### config.mk
export PLATFORM = sky130hd
export DESIGN_NAME = fft_sdf_ctrl
export DESIGN_NICKNAME = d
export VERILOG_FILES = /design/src/rtl/fft_sdf_ctrl_pkg.sv /design/src/rtl/fft_tw_addr_gen.sv /design/src/rtl/fft_sdf_ctrl.sv
export SDC_FILE = /design/constraint.sdc
export NUM_CORES = 1
export LEC_CHECK = 0
export ABC_AREA = 1
export CAP_MARGIN = 10
export CORE_UTILIZATION = 50
export CTS_CLUSTER_DIAMETER = 40
export CTS_CLUSTER_SIZE = 8
export DETAILED_ROUTE_END_ITERATION = 12
export PLACE_DENSITY = 0.74
export SLEW_MARGIN = 20
export SYNTH_ARGS = -nofsm -noshare
export SYNTH_HDL_FRONTEND = slang
export SYNTH_HIERARCHICAL = 1
export SYNTH_SLANG_ARGS = --single-unit
export TNS_END_PERCENT = 1
### constraint.sdc
create_clock -name clk -period 1.7 [get_ports clk]
set_clock_uncertainty 0.1 [all_clocks]
set_input_delay 0.425 -clock clk [delete_from_list [all_inputs] [get_ports clk]]
set_output_delay 0.425 -clock clk [all_outputs]
set_load 0.005 [all_outputs]
### src/rtl/fft_sdf_ctrl_pkg.sv
// ============================================================================
// Module      : fft_sdf_ctrl_pkg
// Description : Shared constants and state encoding for the SDF stage controller
// Revision    : 1.0 - initial release
// ============================================================================
`default_nettype none

package fft_sdf_ctrl_pkg;

    localparam int FFT_N     = 64;
    localparam int FFT_LOG2N = 6;
    localparam int TW_W      = 5;

    typedef enum logic [1:0] {
        IDLE    = 2'd0,
        FILL    = 2'd1,
        COMPUTE = 2'd2,
        DRAIN   = 2'd3
    } state_t;

endpackage

`default_nettype wire

### src/rtl/fft_tw_addr_gen.sv
// ============================================================================
// Module      : fft_tw_addr_gen
// Description : Twiddle ROM index k*(32/DELAY) for the stage difference output
// Revision    : 1.0 - initial release
// ============================================================================
`default_nettype none

module fft_tw_addr_gen
    import fft_sdf_ctrl_pkg::*;
#(
    parameter int DELAY = 32
) (
    input  logic [TW_W-1:0] k,
    input  logic            en,
    output logic [TW_W-1:0] tw_addr
);

    localparam int c_SHIFT = FFT_LOG2N - 1 - $clog2(DELAY);

    // k < DELAY, so the shift never loses significant bits
    assign tw_addr = en ? TW_W'(k << c_SHIFT) : '0;

endmodule

`default_nettype wire

### src/rtl/fft_sdf_ctrl.sv
// ============================================================================
// Module      : fft_sdf_ctrl
// Description : Radix-2 SDF stage controller (fill / butterfly / drain).
//               Twiddle addressing enabled by FFT_SDF_CTRL_TWIDDLE_EN.
// Revision    : 1.0 - initial release
// ============================================================================
`default_nettype none

module fft_sdf_ctrl
    import fft_sdf_ctrl_pkg::*;
#(
    parameter int DELAY = 32
) (
    input  logic            clk,
    input  logic            rst_n,
    input  logic            in_valid,
    output logic            fifo_w_en,
    output logic            fifo_r_en,
    output logic            bf_mode,
    output logic [TW_W-1:0] tw_addr,
    output logic            out_valid,
    output logic            out_last,
    output logic            busy,
    output logic            err
);

    localparam logic [FFT_LOG2N-1:0] c_MASK      = FFT_LOG2N'(DELAY - 1);
    localparam logic [TW_W-1:0]      c_DRAIN_END = TW_W'(DELAY - 1);
    localparam logic [FFT_LOG2N:0]   c_RD_START  = (FFT_LOG2N + 1)'(2 * DELAY);

    state_t                 r_state;
    state_t                 w_next;
    logic [FFT_LOG2N-1:0]   r_cnt;
    logic [TW_W-1:0]        r_dcnt;
    logic                   r_err;
    logic                   w_blk_end;
    logic                   w_fill_rd;
    logic                   w_drain_end;
    logic                   w_accept;

    assign w_blk_end   = (r_cnt & c_MASK) == c_MASK;
    assign w_fill_rd   = {1'b0, r_cnt} >= c_RD_START;
    assign w_drain_end = r_dcnt == c_DRAIN_END;
    assign w_accept    = in_valid && (r_state != DRAIN);

    always_ff @(posedge clk) begin
        if (!rst_n) begin
            r_state <= IDLE;
            r_cnt   <= '0;
            r_dcnt  <= '0;
            r_err   <= 1'b0;
        end else begin
            r_state <= w_next;
            if (w_accept) begin
                r_cnt <= r_cnt + 1'b1;
            end
            if (r_state == DRAIN) begin
                r_dcnt <= w_drain_end ? '0 : r_dcnt + 1'b1;
                if (in_valid) begin
                    r_err <= 1'b1;
                end
            end
        end
    end

    always_comb begin
        w_next    = r_state;
        fifo_w_en = 1'b0;
        fifo_r_en = 1'b0;
        bf_mode   = 1'b0;
        out_valid = 1'b0;
        out_last  = 1'b0;
        busy      = 1'b0;
        err       = 1'b0;
        case (r_state)
            // The sample that wakes the stage is frame sample 0 and is written now
            IDLE: begin
                fifo_w_en = in_valid;
                if (in_valid) begin
                    w_next = w_blk_end ? COMPUTE : FILL;
                end
            end
            FILL: begin
                fifo_w_en = in_valid;
                fifo_r_en = w_fill_rd;
                out_valid = w_fill_rd && in_valid;
                busy      = 1'b1;
                if (in_valid && w_blk_end) begin
                    w_next = COMPUTE;
                end
            end
            COMPUTE: begin
                fifo_w_en = in_valid;
                fifo_r_en = 1'b1;
                bf_mode   = 1'b1;
                out_valid = in_valid;
                busy      = 1'b1;
                if (in_valid && w_blk_end) begin
                    w_next = (r_cnt == FFT_LOG2N'(FFT_N - 1)) ? DRAIN : FILL;
                end
            end
            DRAIN: begin
                fifo_w_en = 1'b1;
                fifo_r_en = 1'b1;
                out_valid = 1'b1;
                out_last  = w_drain_end;
                busy      = 1'b1;
                if (w_drain_end) begin
                    w_next = IDLE;
                end
            end
            default: w_next = IDLE;
        endcase
        err = r_err;
        if (!rst_n) begin
            fifo_w_en = 1'b0;
            fifo_r_en = 1'b0;
            bf_mode   = 1'b0;
            out_valid = 1'b0;
            out_last  = 1'b0;
            busy      = 1'b0;
            err       = 1'b0;
        end
    end

`ifdef FFT_SDF_CTRL_TWIDDLE_EN
    logic [TW_W-1:0] w_k;
    logic            w_tw_en;

    assign w_k     = (r_state == DRAIN) ? r_dcnt : (r_cnt[TW_W-1:0] & c_MASK[TW_W-1:0]);
    assign w_tw_en = rst_n && ((r_state == DRAIN) || ((r_state == FILL) && w_fill_rd));

    fft_tw_addr_gen #(
        .DELAY   (DELAY)
    ) u_tw_addr_gen (
        .k       (w_k),
        .en      (w_tw_en),
        .tw_addr (tw_addr)
    );
`else
    assign tw_addr = '0;
`endif

endmodule

`default_nettype wire

==> summary.txt, run 1 <==
Floorplan
  – Core area: 1506 um2
  – Die X: 42.30 um
  – Row count: 14
  – Initial Utilization: 53.90%
  – Die area: 1789 um2
  – Die height: 42.30 um
  – # IOs: 15

Setup path
  – Crit-path cells: ha_4, nand2_4, nor2_4, ha_4, inv_2, nor3_2, buf_2
  – Slowest cell delay on critical path: 370 ps
  – Cell mode on critical path: ha_4
  – Critical Path AT: 1350 ps
  – Setup CP Type: register to primary output
  – Startpoint types: register
  – R2r setup slk: 90 ps
  – Crit path buf inv count: 2
  – Setup crit end kind: primary output
  – Worst path slowest cell: dfxtp_2
  – Crit path max fanout: 2
  – Worst path top cell family by delay: flip-flops
  – CP required: 1170 ps

Clocking
  – CTS tree: done
  – Post-CTS Hold Fix Bufs: 0
  – Buffer levels on the longest clock path: 2
  – CTS clk-pin slew, worst paths: 80 ps
  – Skew-Pair Late Insertion Delay: 280 ps
  – H-tree Lvls: 1
  – Cts bufs inserted: 3
  – CTS sink count: 14
  – CTS root buffer: clkbuf_4

Route
  – Starting DRT DRC Count: 15
  – Post-DR wirelength/cell: 11.13 um
  – Detail Route Antenna Nets: 0
  – Vias: 819
  – Via/cell ratio: 5.056
  – DRC Markers: 0
  – Routed WL: 1.803 mm
  – Total iterations of the first detailed-routing run: 4

GRT
  – Vias in the first global route: 747
  – Global-route wire length before repair: 2.960 mm
  – Global Route Usage Sum: 21.63%
  – Initial antenna violation count: 0
  – GRT Residual Overflow: 0
  – Largest net degree at the start of global routing: 10

Synthesis
  – Synth cell types: 22
  – Top-count cell post-synth: nand2_1
  – Synth area leaders: dfxtp_1 35%, nand2_1 12%, nor2_1 7.9%
  – #FFs+latches synth: 14
  – Synth area leader: dfxtp_1
  – EDFF count, synth: 0
  – Syn Area/Cell: 6.940 um2
  – Cells after Synth: 117
  – Yosys top cell area share: 34.51%
  – Synth warnings: 6
  – Synthesized cell area: 812.0 um2
  – Post-synth top cells: 27 x nand2_1, 17 x nor2_1, 14 x dfxtp_1
  – Async set-reset flop share out of synthesis: 0%
  – Top FF cell, synth: dfxtp_1
  – Register area share after synthesis: 34.51%

STA
  – Max-slew violations: 0
  – Final setup viols: 4
  – Peak Freq: 0.5347 GHz
  – Final min period: 1870 ps
  – Final setup TNS: -368.8 ps
  – Hold Violations, Final: 0
  – Minimum hold slack: 390.4 ps
  – Final WS setup: -170.4 ps
  – RSZ-0062 raised after global routing: yes
  – Final period utilization: 110.0%

Power
  – Pwr dens: 962.8 nW/um2
  – Worst VDD drop: 0.0005185 V
  – Static Leak: 0.5885 nW

Layout
  – Antenna diodes: 0
  – Ratio of cells with drive above 1 in the final layout: 33.56%
  – Final #Nets: 154
  – Post-Layout Cell Count: 162
  – Syn-to-layout area delta: 37.44%

Outcome
  – Violated checks: setup timing
  – Outcome: finished, violations left

Place
  – # placed instances: 157
  – Port bufs: 9
  – Final GP Congestion: 0.7718
  – Final HPWL DP: 1.266 mm

Flow run
  – Max_cap viols: 0

Worst hold path
  – Hold Path Class: register to register
final timing paths:
kind / cells past startpoint / from / to
setup / recovery: 7 / r_dcnt[0] / out_last
hold / removal: 1 / r_cnt[0] / r_cnt[0]
setup reg to reg: 13 / r_dcnt[0] / r_state[1]
hold reg to reg: 1 / r_cnt[0] / r_cnt[0]
placed cells by master, fill, tap and decap left out, types with 2 or more instances in the layout:
cell type / count
dfxtp_1: 10
nand2_2: 3
o21ai_0: 7
ha_4: 2
clkbuf_4: 3
nand2_1: 26
nor2_1: 15
dfxtp_2: 4
nor2_2: 4
a21oi_1: 5
inv_2: 4
conb_1: 5
nand2_4: 3
ha_1: 2
inv_1: 10
buf_4: 17
buf_6: 2
nand3_1: 5
dlygate4sd2_1: 5
worst reg2reg max path, delay by kind of cell, from the launching register on:
kind          cells  cell delay [ps]
flops             1              370
simple gates      8              580
fa+ha+maj         2              290
buf+inv           3              210
what timing repair did:
action	4_1_cts	5_1_grt
setup endpoints to repair	7	8
buffers inserted	0	1
gates resized for setup	29	5
pin swaps	6	3
cloned	0	0
logic make-up (layout without fill, tap and decap cells):
kind of cell	Yosys count	count (layout)	synth area share (%)
simple gates	59	59	32.36
other cells	1	5	0.4618
fa+ha+maj	4	4	6.164
buf+inv	21	46	13.40
xor+xnor	1	1	1.079
compound gates	17	17	12.02
flops	14	14	34.51
stage by stage:
step                cell area [um2]  power, mW  setup WS, ps  utilization, %
floorplan                     827.0     0.6608         134.5               -
global placement               1016     0.7905        -600.8           67.44
detailed placement             1016     0.8071        -616.0           67.44
CTS                            1082      1.057        -209.0           71.84
global route                   1116      1.143        -208.4           74.09
finish                         1116      1.075        -170.4           74.09
state kept, by name, summed over array words and instances (netlist names):
register and cells:
r_dcnt 5, r_cnt 6, r_state 2, r_err 1
where the power goes:
| group | internal, mW | switching (mW) | leakage [nW] |
|---|---|---|---|
| Sequential | 0.373 | 0.0368 | 0.116 |
| Combinational | 0.194 | 0.230 | 0.452 |
| Clock | 0.130 | 0.110 | 0.0210 |
layout make-up:
type	instances	area, um2
multi-input cells	86	489.2
fillers	103	390.4
flip-flops and latches	14	285.3
repair buffers	28	232.7
inverters	14	52.55
clock buffers	4	36.28
well taps	16	20.02
metal layers:
metal  GRT usage, %  vias to the layer above  wire [um]
met3          3.017                        7         74
li1               -                      412          -
met5              0                        -          0
met4          12.50                        0         53
met2          36.62                       24        870
met1          25.81                      376        804
Note: power is estimated with default switching activity, not from simulation.
==> run 2: changes to the inputs <==
--- a/config.mk
+++ b/config.mk
@@ -11,6 +11,7 @@
 export CTS_CLUSTER_DIAMETER = 40
 export CTS_CLUSTER_SIZE = 8
 export DETAILED_ROUTE_END_ITERATION = 12
+export GPL_ROUTABILITY_DRIVEN = 0
 export PLACE_DENSITY = 0.74
 export SLEW_MARGIN = 20
 export SYNTH_ARGS = -nofsm -noshare
==> results of run 2 <==
Final layout, timing and power as in run 1 (identical DEF).
